## config.mk

```make
export PLATFORM = sky130hd
export DESIGN_NAME = panel_input_conditioner
export DESIGN_NICKNAME = d
export VERILOG_FILES = /design/src/rtl/panel_pkg.sv /design/src/rtl/debounce_channel.sv /design/src/rtl/panel_input_conditioner.sv
export SDC_FILE = /design/constraint.sdc
export NUM_CORES = 1
export LEC_CHECK = 0
export CAP_MARGIN = 25
export CORE_MARGIN = 4
export CORE_UTILIZATION = 35
export CTS_BUF_LIST = sky130_fd_sc_hd__clkbuf_8
export CTS_CLUSTER_DIAMETER = 40
export CTS_CLUSTER_SIZE = 40
export DETAILED_ROUTE_END_ITERATION = 8
export GPL_ROUTABILITY_DRIVEN = 0
export GPL_TIMING_DRIVEN = 0
export PLACE_DENSITY_LB_ADDON = 0.08
export SLEW_MARGIN = 30
export SYNTH_ARGS = -nofsm -noshare
export SYNTH_HDL_FRONTEND = slang
export SYNTH_SLANG_ARGS = --single-unit
```

## constraint.sdc

```tcl
create_clock -name clk_1khz -period 1.8 [get_ports clk_1khz]
set_input_delay 0.36 -clock clk_1khz [delete_from_list [all_inputs] [get_ports clk_1khz]]
set_output_delay 0.36 -clock clk_1khz [all_outputs]
set_load 0.02 [all_outputs]
```

## src/rtl/panel_pkg.sv

```systemverilog
// Shared definitions for the front-panel input conditioner.
//   - channel index constants into the level vector
//   - default timing constants, in clk_1khz cycles (1 cycle = 1 ms)
//   - state enums for the btn_2 auto-repeat and btn_3 long-press FSMs
//   - cnt_width(): counter width that holds 0..max_count
package panel_pkg;

  localparam int unsigned CH_BTN1   = 0;
  localparam int unsigned CH_BTN2   = 1;
  localparam int unsigned CH_BTN3   = 2;
  localparam int unsigned CH_HOPPER = 3;

  localparam int unsigned DEF_DEBOUNCE_MS        = 20;
  localparam int unsigned DEF_HOPPER_DEBOUNCE_MS = 5;
  localparam int unsigned DEF_HOLD_MS            = 600;
  localparam int unsigned DEF_REPEAT_MS          = 150;
  localparam int unsigned DEF_LONG_MS            = 2000;

  typedef enum logic [1:0] {
    REP_IDLE   = 2'd0,
    REP_HOLD   = 2'd1,
    REP_REPEAT = 2'd2
  } rep_state_t;

  typedef enum logic [1:0] {
    LP_IDLE    = 2'd0,
    LP_TIMING  = 2'd1,
    LP_LATCHED = 2'd2
  } long_state_t;

  // ceil(log2(max_count + 1)), never less than one bit
  function automatic int unsigned cnt_width(input int unsigned max_count);
    return (max_count < 1) ? 1 : $clog2(max_count + 1);
  endfunction

endpackage

```

## src/rtl/debounce_channel.sv

```systemverilog
// One conditioned input channel: optional inversion, 2-FF synchroniser,
// debounce counter, accepted-level register and registered rise pulse.
// Ports:
//   clk_1khz   in   system clock
//   switch_clr in   asynchronous active-low reset
//   raw        in   asynchronous raw input
//   level      out  debounced level (after optional inversion)
//   rise       out  one-cycle pulse the cycle after level goes 0->1
module debounce_channel
  import panel_pkg::*;
#(
  parameter int unsigned STABLE_CYCLES = 20,
  parameter bit          INVERT        = 1'b0
) (
  input  logic clk_1khz,
  input  logic switch_clr,
  input  logic raw,
  output logic level,
  output logic rise
);

  localparam int unsigned CNT_MAX = (STABLE_CYCLES > 1) ? STABLE_CYCLES - 1 : 0;
  localparam int unsigned CNT_W   = cnt_width(CNT_MAX);

  logic             din;
  logic             s1;
  logic             s2;
  logic             level_d;
  logic [CNT_W-1:0] cnt;

  assign din = raw ^ INVERT;

  always_ff @(posedge clk_1khz or negedge switch_clr) begin
    if (!switch_clr) begin
      s1      <= 1'b0;
      s2      <= 1'b0;
      level   <= 1'b0;
      level_d <= 1'b0;
      rise    <= 1'b0;
      cnt     <= '0;
    end else begin
      s1      <= din;
      s2      <= s1;
      level_d <= level;
      rise    <= level & ~level_d;
      // The counter can never pass CNT_MAX: reaching it either accepts
      // the new level or the mismatch has already gone and it clears.
      if (s2 == level) begin
        cnt <= '0;
      end else if (cnt == CNT_W'(CNT_MAX)) begin
        level <= s2;
        cnt   <= '0;
      end else begin
        cnt <= cnt + 1'b1;
      end
    end
  end

endmodule

```

## src/rtl/panel_input_conditioner.sv

```systemverilog
// Front-panel input conditioner. Debounces three buttons and the hopper
// level, and turns clean presses into single-cycle strobes on clk_1khz.
// btn_2 auto-repeats while held. btn_3 also reports a long press.
// Ports:
//   clk_1khz         in   1 ms system clock
//   switch_clr       in   asynchronous active-low reset
//   btn_1_raw        in   position-select button, active-high
//   btn_2_raw        in   increment button, active-high
//   btn_3_raw        in   start/clear button, active-low
//   hopper_level_raw in   hopper drop signal, active-high
//   btn_1_pulse      out  strobe on accepted btn_1 press
//   btn_2_pulse      out  strobe on btn_2 press and on each auto-repeat
//   btn_3_pulse      out  strobe on accepted btn_3 press
//   btn_3_long       out  strobe once btn_3 has been held LONG_MS
//   hopper_pulse     out  strobe on accepted hopper rising edge
//   level            out  debounced {hopper, btn_3, btn_2, btn_1}, pressed = 1
//
// rep FSM (btn_2)
//   state      | meaning
//   REP_IDLE   | waiting for a press; the press strobe is emitted here
//   REP_HOLD   | held, counting down HOLD_MS to the first repeat
//   REP_REPEAT | held, a strobe every REPEAT_MS
// long FSM (btn_3)
//   state      | meaning
//   LP_IDLE    | waiting for a press; the press strobe is emitted here
//   LP_TIMING  | held, counting down LONG_MS
//   LP_LATCHED | long strobe already sent, waiting for release
module panel_input_conditioner
  import panel_pkg::*;
#(
  parameter int unsigned DEBOUNCE_MS        = DEF_DEBOUNCE_MS,
  parameter int unsigned HOPPER_DEBOUNCE_MS = DEF_HOPPER_DEBOUNCE_MS,
  parameter int unsigned HOLD_MS            = DEF_HOLD_MS,
  parameter int unsigned REPEAT_MS          = DEF_REPEAT_MS,
  parameter int unsigned LONG_MS            = DEF_LONG_MS
) (
  input  logic       clk_1khz,
  input  logic       switch_clr,
  input  logic       btn_1_raw,
  input  logic       btn_2_raw,
  input  logic       btn_3_raw,
  input  logic       hopper_level_raw,
  output logic       btn_1_pulse,
  output logic       btn_2_pulse,
  output logic       btn_3_pulse,
  output logic       btn_3_long,
  output logic       hopper_pulse,
  output logic [3:0] level
);

  // Down-counter reload values: the timer runs reload..0, so a strobe
  // lands exactly *_MS cycles after the cycle that loaded it.
  localparam int unsigned HOLD_LOAD   = (HOLD_MS > 0) ? HOLD_MS - 1 : 0;
  localparam int unsigned REPEAT_LOAD = (REPEAT_MS > 0) ? REPEAT_MS - 1 : 0;
  localparam int unsigned LONG_LOAD   = (LONG_MS > 0) ? LONG_MS - 1 : 0;
  localparam int unsigned REP_MAX     = (HOLD_LOAD > REPEAT_LOAD) ? HOLD_LOAD : REPEAT_LOAD;
  localparam int unsigned REP_W       = cnt_width(REP_MAX);
  localparam int unsigned LONG_W      = cnt_width(LONG_LOAD);

  logic [3:0] lvl;
  logic [3:0] rise;

  debounce_channel #(.STABLE_CYCLES(DEBOUNCE_MS), .INVERT(1'b0)) u_btn1 (
    .clk_1khz   (clk_1khz),
    .switch_clr (switch_clr),
    .raw        (btn_1_raw),
    .level      (lvl[CH_BTN1]),
    .rise       (rise[CH_BTN1])
  );

  debounce_channel #(.STABLE_CYCLES(DEBOUNCE_MS), .INVERT(1'b0)) u_btn2 (
    .clk_1khz   (clk_1khz),
    .switch_clr (switch_clr),
    .raw        (btn_2_raw),
    .level      (lvl[CH_BTN2]),
    .rise       (rise[CH_BTN2])
  );

  // btn_3 idles high; inverting it up front makes pressed = 1 everywhere.
  debounce_channel #(.STABLE_CYCLES(DEBOUNCE_MS), .INVERT(1'b1)) u_btn3 (
    .clk_1khz   (clk_1khz),
    .switch_clr (switch_clr),
    .raw        (btn_3_raw),
    .level      (lvl[CH_BTN3]),
    .rise       (rise[CH_BTN3])
  );

  debounce_channel #(.STABLE_CYCLES(HOPPER_DEBOUNCE_MS), .INVERT(1'b0)) u_hopper (
    .clk_1khz   (clk_1khz),
    .switch_clr (switch_clr),
    .raw        (hopper_level_raw),
    .level      (lvl[CH_HOPPER]),
    .rise       (rise[CH_HOPPER])
  );

  assign level        = lvl;
  assign btn_1_pulse  = rise[CH_BTN1];
  assign hopper_pulse = rise[CH_HOPPER];

  // btn_2 auto-repeat
  rep_state_t       rep_state;
  rep_state_t       rep_next;
  logic [REP_W-1:0] rep_timer;
  logic [REP_W-1:0] rep_timer_next;

  always_ff @(posedge clk_1khz or negedge switch_clr) begin
    if (!switch_clr) begin
      rep_state <= REP_IDLE;
      rep_timer <= '0;
    end else begin
      rep_state <= rep_next;
      rep_timer <= rep_timer_next;
    end
  end

  always_comb begin
    rep_next       = rep_state;
    rep_timer_next = (rep_timer != '0) ? rep_timer - 1'b1 : '0;
    btn_2_pulse    = 1'b0;
    case (rep_state)
      REP_IDLE: begin
        if (rise[CH_BTN2]) begin
          btn_2_pulse    = 1'b1;
          rep_next       = REP_HOLD;
          rep_timer_next = REP_W'(HOLD_LOAD);
        end
      end
      REP_HOLD: begin
        if (!lvl[CH_BTN2]) begin
          rep_next = REP_IDLE;
        end else if (rep_timer == '0) begin
          btn_2_pulse    = 1'b1;
          rep_next       = REP_REPEAT;
          rep_timer_next = REP_W'(REPEAT_LOAD);
        end
      end
      REP_REPEAT: begin
        // Release wins over a due repeat so nothing fires after letting go.
        if (!lvl[CH_BTN2]) begin
          rep_next = REP_IDLE;
        end else if (rep_timer == '0) begin
          btn_2_pulse    = 1'b1;
          rep_timer_next = REP_W'(REPEAT_LOAD);
        end
      end
      default: begin
        rep_next = REP_IDLE;
      end
    endcase
  end

  // btn_3 long press
  long_state_t       long_state;
  long_state_t       long_next;
  logic [LONG_W-1:0] long_timer;
  logic [LONG_W-1:0] long_timer_next;

  always_ff @(posedge clk_1khz or negedge switch_clr) begin
    if (!switch_clr) begin
      long_state <= LP_IDLE;
      long_timer <= '0;
    end else begin
      long_state <= long_next;
      long_timer <= long_timer_next;
    end
  end

  always_comb begin
    long_next       = long_state;
    long_timer_next = (long_timer != '0) ? long_timer - 1'b1 : '0;
    btn_3_pulse     = 1'b0;
    btn_3_long      = 1'b0;
    case (long_state)
      LP_IDLE: begin
        if (rise[CH_BTN3]) begin
          btn_3_pulse     = 1'b1;
          long_next       = LP_TIMING;
          long_timer_next = LONG_W'(LONG_LOAD);
        end
      end
      LP_TIMING: begin
        if (!lvl[CH_BTN3]) begin
          long_next = LP_IDLE;
        end else if (long_timer == '0) begin
          btn_3_long = 1'b1;
          long_next  = LP_LATCHED;
        end
      end
      LP_LATCHED: begin
        if (!lvl[CH_BTN3]) begin
          long_next = LP_IDLE;
        end
      end
      default: begin
        long_next = LP_IDLE;
      end
    endcase
  end

endmodule

```

==> flow_metrics.env, run 1 <==
export IMPL_final_setup_viol_count=13
export IMPL_num_rows=32
export IMPL_synth_edff_count=0
export IMPL_path_clk_slew_ns=0.07
export IMPL_die_x_um=97.1
export IMPL_cp_top_family="simple AND/OR/NAND/NOR gates"
export IMPL_htree_levels=3
export IMPL_clk_latency_ns=0.33
export IMPL_clock_skew_ns=0.00843
export IMPL_grt_usage=0.110
export IMPL_synth_ff_type="dfrtp_1"
export IMPL_cts_tree="done"
export IMPL_p_total_uw=4840
export IMPL_drt_antenna_violating_nets=0
export IMPL_leakage_uw=0.00155
export IMPL_grt_max_degree=36
export IMPL_yosysUniqueCellTypes=38
export IMPL_critical_path_slowest_cell="or4b_4"
export IMPL_critPathLaunchType="flop"
export IMPL_grt_pass1_wl_um=8420
export IMPL_end_kind="output pin"
export IMPL_initial_utilization=0.359
export IMPL_worstHoldPathCells=0
export IMPL_hold_end="u_btn2.s2"
export IMPL_yosys_top_cells_count="63 x dfrtp_1, 22 x nor2_1, 20 x xnor2_1, 14 x inv_1"
export IMPL_die_y_um=97.1
export IMPL_syn_inst=241
export IMPL_fmax_ghz=0.447
export IMPL_p_int_uw=3270
export IMPL_slowest_delay_ns=0.49
export IMPL_grt_pass1_vias=1880
export IMPL_diodes=0
export IMPL_timing_final_crit_period_ns=2.24
export IMPL_syn_nets=258
export IMPL_numCtsBuffers=9
export IMPL_drtIter0Drc=34
export IMPL_rsz0062_at_grt="true"
export IMPL_critical_path_class="flop to output pin"
export IMPL_core_area_sq_um=7730
export IMPL_cpMostUsedCell="inv_2"
export IMPL_critPathBufInv=3
export IMPL_cts_path_max_buffers=2
export IMPL_ys_ff_latch=63
export IMPL_fin_area_sq_um=3470
export IMPL_hold_viol_final=0
export IMPL_synth_top_cell_area_share=0.568
export IMPL_drv_slew=0
export IMPL_die_area_sq_um=9420
export IMPL_cts_root_buf="clkbuf_8"
export IMPL_reg2reg_slack_ns=-0.13
export IMPL_r2r_start="rep_timer[1]"
export IMPL_first_pass_iters=4
export IMPL_wire_per_inst_um=12.2
export IMPL_pwr_share_seq=0.410
export IMPL_timing_final_crit_share=1.24
export IMPL_r2r_end="rep_timer[9]"
export IMPL_numClockSinks=63
export IMPL_p_sw_uw=1570
export IMPL_nNetsFinal=298
export IMPL_area_growth_pct=24.8
export IMPL_critPathRequiredTime_ns=1.44
export IMPL_drc=0
export IMPL_vias=1780
export IMPL_seq_area_frac_synth=0.568
export IMPL_placed_cell_area_sq_um=3080
export IMPL_ys_top_cells_by_area="dfrtp_1 57%, xnor2_1 6.3%, ha_1 5.0%"
export IMPL_grt_ovfl_total=0
export IMPL_worstHoldStart="u_btn2.s1"
export IMPL_synth_largest_area_cell="dfrtp_1"
export IMPL_fin_util=0.449
export IMPL_clockPowerShare=0.254
export IMPL_crit_chain="inv_2, ha_4, or4b_4, nor3_4, a21boi_4, inv_2, buf_6"
export IMPL_io_pins=15
export IMPL_synth_avg_cell_area_sq_um=11.5
export IMPL_violations="negative setup slack"
export IMPL_drive_above_1_share=0.267
export IMPL_crit_fanout=3
export IMPL_slew_headroom=0.704
export IMPL_whs_ns=0.343
export IMPL_status="finished with violations"
export IMPL_dp_hpwl_um=3020
export IMPL_synthMostInstantiatedCell="dfrtp_1"
export IMPL_maxCapViolCount=0
export IMPL_place_port_buffers=14
export IMPL_combPwrFrac=0.336
export IMPL_cp_data_arrival_time_ns=1.88
export IMPL_async_flop_share=1.00
export IMPL_layout_setup_ws_ns=-0.440
export IMPL_hp_class="flop to flop"
export IMPL_ir_worst_vdd_v=0.000454
export IMPL_sw_frac_of_total=0.324
export IMPL_dp_slack_ns=-0.778
export IMPL_reg2regPathDepth=7
export IMPL_multi_input_comb_area_sq_um=1200
export IMPL_n_fill_cell=724
export IMPL_viasPerCell=4.60
export IMPL_synth_area_sq_um=2780
export IMPL_seq_area_sq_um=1580
export IMPL_wl_um=4730
export IMPL_power_density_nw_per_um2=1400
export IMPL_tightest_slew_ns=0.440
export IMPL_yosysWarnings=0
export IMPL_antenna_found_initial=0
## state kept, by name (all words and copies together), names as in the netlist, 2 cells and up
signal / cells
rep_state: 2
rep_timer: 10
u_btn1.cnt: 5
long_timer: 11
u_btn3.cnt: 5
u_hopper.cnt: 3
long_state: 2
u_btn2.cnt: 5
## final cells by class
cell class | count | area share
Buffer | 4 | 0.00866
Clock buffer | 11 | 0.0437
Clock inverter | 4 | 0.0134
Inverter | 14 | 0.0152
Multi-Input combinational cell | 159 | 0.346
Sequential cell | 63 | 0.456
Tap cell | 102 | 0.0368
Timing Repair Buffer | 30 | 0.0805
## power by group through the flow
| stage | clock [uW] | sequential (uW) | combinational [uW] |
|---|---|---|---|
| floorplan | 0 | 1960 | 1070 |
| finish | 1230 | 1990 | 1620 |
| CTS | 1290 | 1980 | 1550 |
| global route | 1340 | 2040 | 1820 |
| detailed placement | 0 | 2010 | 1340 |
| global placement | 0 | 2010 | 1320 |
## stage by stage
stage | std cells | setup TNS [ns]
6_report | 387 | -2.01
5_1_grt | 387 | -2.73
4_1_cts | 382 | -2.32
3_5_place_dp | 358 | -3.66
3_3_place_gp | 357 | -120.97
2_1_floorplan | 241 | -0.176
## layout by cell type (no fill, tap or decap), types with 7 or more instances in the layout
| cell | netlist | layout |
|---|---|---|
| o21ai_2 | 6 | 7 |
| nor3_1 | 10 | 9 |
| xnor2_1 | 20 | 20 |
| o21ai_0 | 13 | 13 |
| inv_1 | 14 | 9 |
| ha_1 | 11 | 9 |
| nand2_1 | 13 | 11 |
| clkbuf_8 | 0 | 11 |
| dfrtp_1 | 63 | 61 |
| buf_4 | 4 | 17 |
| nor2b_1 | 10 | 10 |
| nor2_1 | 22 | 21 |
## routing by layer
metal,track usage,vias up,part of all wire
met2,0.165,19,0.45
met5,0,-,0
met4,0.0713,0,0.028
met1,0.144,851,0.50
met3,0.0244,13,0.028
li1,-,897,-
## worst max path at each step
stage / cells after the start / to / startpoint
after global routing: 7 / btn_3_long / long_timer[1]
after CTS: 7 / btn_2_pulse / rep_timer[0]
after floorplan: 6 / btn_2_pulse / rep_timer[0]
after global placement: 1 / u_btn3.cnt[1] / switch_clr
after detailed placement: 7 / btn_2_pulse / rep_timer[0]
final: 7 / btn_2_pulse / rep_timer[1]
## cell families after synthesis
kind of cell	Yosys count	synth area share
AO/OA/AOI/OAI	34	0.0825
XOR/XNOR	24	0.0757
adder cells (fa/ha/maj)	11	0.0496
buffers and inverters	19	0.0311
flip-flops	63	0.568
multiplexers	8	0.0320
AND/OR/NAND/NOR	82	0.161
## what timing repair did
| item | CTS | global route |
|---|---|---|
| endpoints found under the hold margin | 28 | 0 |
| hold buffers | 1 | 0 |
| pin swaps | 7 | 7 |
| buffers inserted | 9 | 6 |
| setup endpoints to repair | 28 | 17 |
| gates resized for setup | 35 | 7 |
No activity file was read; power rests on OpenSTA's default activity.
==> run 2, diff against run 1 <==
Settings changed: PLACE_DENSITY set to 0.49, PLACE_DENSITY_LB_ADDON 0.08 to unset.
Clock period 1.8 ns to 2.81 ns, I/O delays scaled along.
==> flow_metrics.env, run 2 (synthesis gave the netlist of run 1 again) <==
export IMPL_status="completed"
export IMPL_crit_chain="inv_1, ha_1, or4b_4, nor3_4, a21boi_4, inv_1, buf_2"
export IMPL_clk_latency_ns=0.33
export IMPL_drt_antenna_violating_nets=0
export IMPL_grt_ovfl_total=0
export IMPL_core_area_sq_um=7730
export IMPL_r2r_start="rep_timer[0]"
export IMPL_critPathLaunch="rep_timer[0]"
export IMPL_area_growth_pct=18.7
export IMPL_cts_path_max_buffers=2
export IMPL_drtIter0Drc=48
export IMPL_critPathRequiredTime_ns=2.25
export IMPL_largest_reg_flops=11
export IMPL_path_clk_slew_ns=0.07
export IMPL_clock_skew_ns=0.0107
export IMPL_grt_pass1_wl_um=7770
export IMPL_viasPerCell=4.51
export IMPL_leakage_uw=0.00149
export IMPL_die_area_sq_um=9420
export IMPL_largestRegisters="long_timer x11, rep_timer x10"
export IMPL_critPathBufInv=3
export IMPL_cpMostUsedCell="inv_1"
export IMPL_nNetsFinal=288
export IMPL_wire_per_inst_um=11.7
export IMPL_mostFrequentLayoutCells="63 x dfrtp_1, 21 x nor2_1, 20 x xnor2_1"
export IMPL_dp_hpwl_um=3000
export IMPL_io_pins=15
export IMPL_timing_final_crit_share=0.930
export IMPL_regMostFlops="long_timer"
export IMPL_critical_path_class="flop to output pin"
export IMPL_reg2regPathDepth=8
export IMPL_cts_root_buf="clkbuf_8"
export IMPL_htree_levels=3
export IMPL_die_x_um=97.1
export IMPL_dp_slack_ns=-0.207
export IMPL_grt_usage=0.103
export IMPL_cts_tree="done"
export IMPL_first_pass_iters=4
export IMPL_die_y_um=97.1
export IMPL_critical_path_slowest_cell="or4b_4"
export IMPL_fmax_ghz=0.383
export IMPL_drive_above_1_share=0.181
export IMPL_ir_worst_vdd_v=0.000383
export IMPL_maxCapViolCount=0
export IMPL_crit_fanout=4
export IMPL_final_common_cell="dfrtp_1"
export IMPL_place_port_buffers=14
export IMPL_layout_setup_ws_ns=0.197
export IMPL_vias=1704
export IMPL_wl_um=4410
export IMPL_whs_ns=0.0935
export IMPL_drv_slew=0
export IMPL_initial_utilization=0.359
export IMPL_end_kind="output pin"
export IMPL_path_depth=7
export IMPL_post_cts_hold_buffer_count=0
export IMPL_grt_pass1_vias=1685
export IMPL_grt_max_degree=49
export IMPL_hold_viol_final=0
export IMPL_rsz0062_at_grt="false"
export IMPL_numClockSinks=63
export IMPL_hp_class="primary input to asynchronous set/reset pin"
export IMPL_cp_top_family="simple AND/OR/NAND/NOR gates"
export IMPL_slowest_delay_ns=0.50
export IMPL_num_rows=32
export IMPL_antenna_found_initial=0
export IMPL_tightest_slew_ns=0.483
export IMPL_slew_headroom=0.678
export IMPL_critPathLaunchType="flop"
export IMPL_timing_final_crit_period_ns=2.61
export IMPL_drc=0
export IMPL_final_setup_viol_count=0
export IMPL_power_density_nw_per_um2=875
export IMPL_cp_data_arrival_time_ns=2.05
export IMPL_numCtsBuffers=9
export IMPL_diodes=0
run 2: final timing paths:
check                           slack (ns)               end
worst min-delay path                  0.09      rep_timer[2]
worst max-delay path                  0.20       btn_2_pulse
worst min register to register        0.35       u_hopper.s2
worst max register to register        0.67      rep_state[0]
max in group asynchronous             2.21  u_hopper.level_d
min in group clk_1khz                 0.35       u_hopper.s2
run 2: area by class of cell:
cell class	instances	area, sq um
fillers	746	4430
well taps	102	128
clock inverters	7	65.1
repair buffers	19	185
clock buffers	9	124
flip-flops and latches	63	1580
plain buffers	5	33.8
inverters	14	52.6
multi-input cells	159	1130
run 2: through the flow:
stage | setup TNS (ns) | std cells | area [sq um] | power [uW] | util
finish | 0 | 378 | 3300 | 2890 | 0.427
global route | 0 | 378 | 3300 | 3090 | 0.427
CTS | -0.00391 | 374 | 3270 | 2910 | 0.423
detailed placement | -0.207 | 358 | 3070 | 2140 | 0.397
global placement | -62.43 | 357 | 3040 | 2120 | 0.394
floorplan | 0 | 241 | 2780 | 1930 | -
run 2: metal layers:
| metal | share of wire | global-route usage | up-vias |
|---|---|---|---|
| li1 | - | - | 868 |
| met3 | 0.038 | 0.0395 | 5 |
| met2 | 0.45 | 0.151 | 21 |
| met4 | 0.016 | 0.0486 | 0 |
| met5 | 0 | 0 | - |
| met1 | 0.50 | 0.135 | 810 |
run 2: power breakdown:
part	switching, uW	leakage, uW	internal (uW)
Clock	337	0.000100	403
Combinational	432	0.000571	442
Sequential	170	0.000816	1100
run 2: timing repair:
item	4_1_cts	5_1_grt
pin swaps	1	1
setup buffers	0	4
setup endpoints to repair	2	2
gates resized for setup	10	4
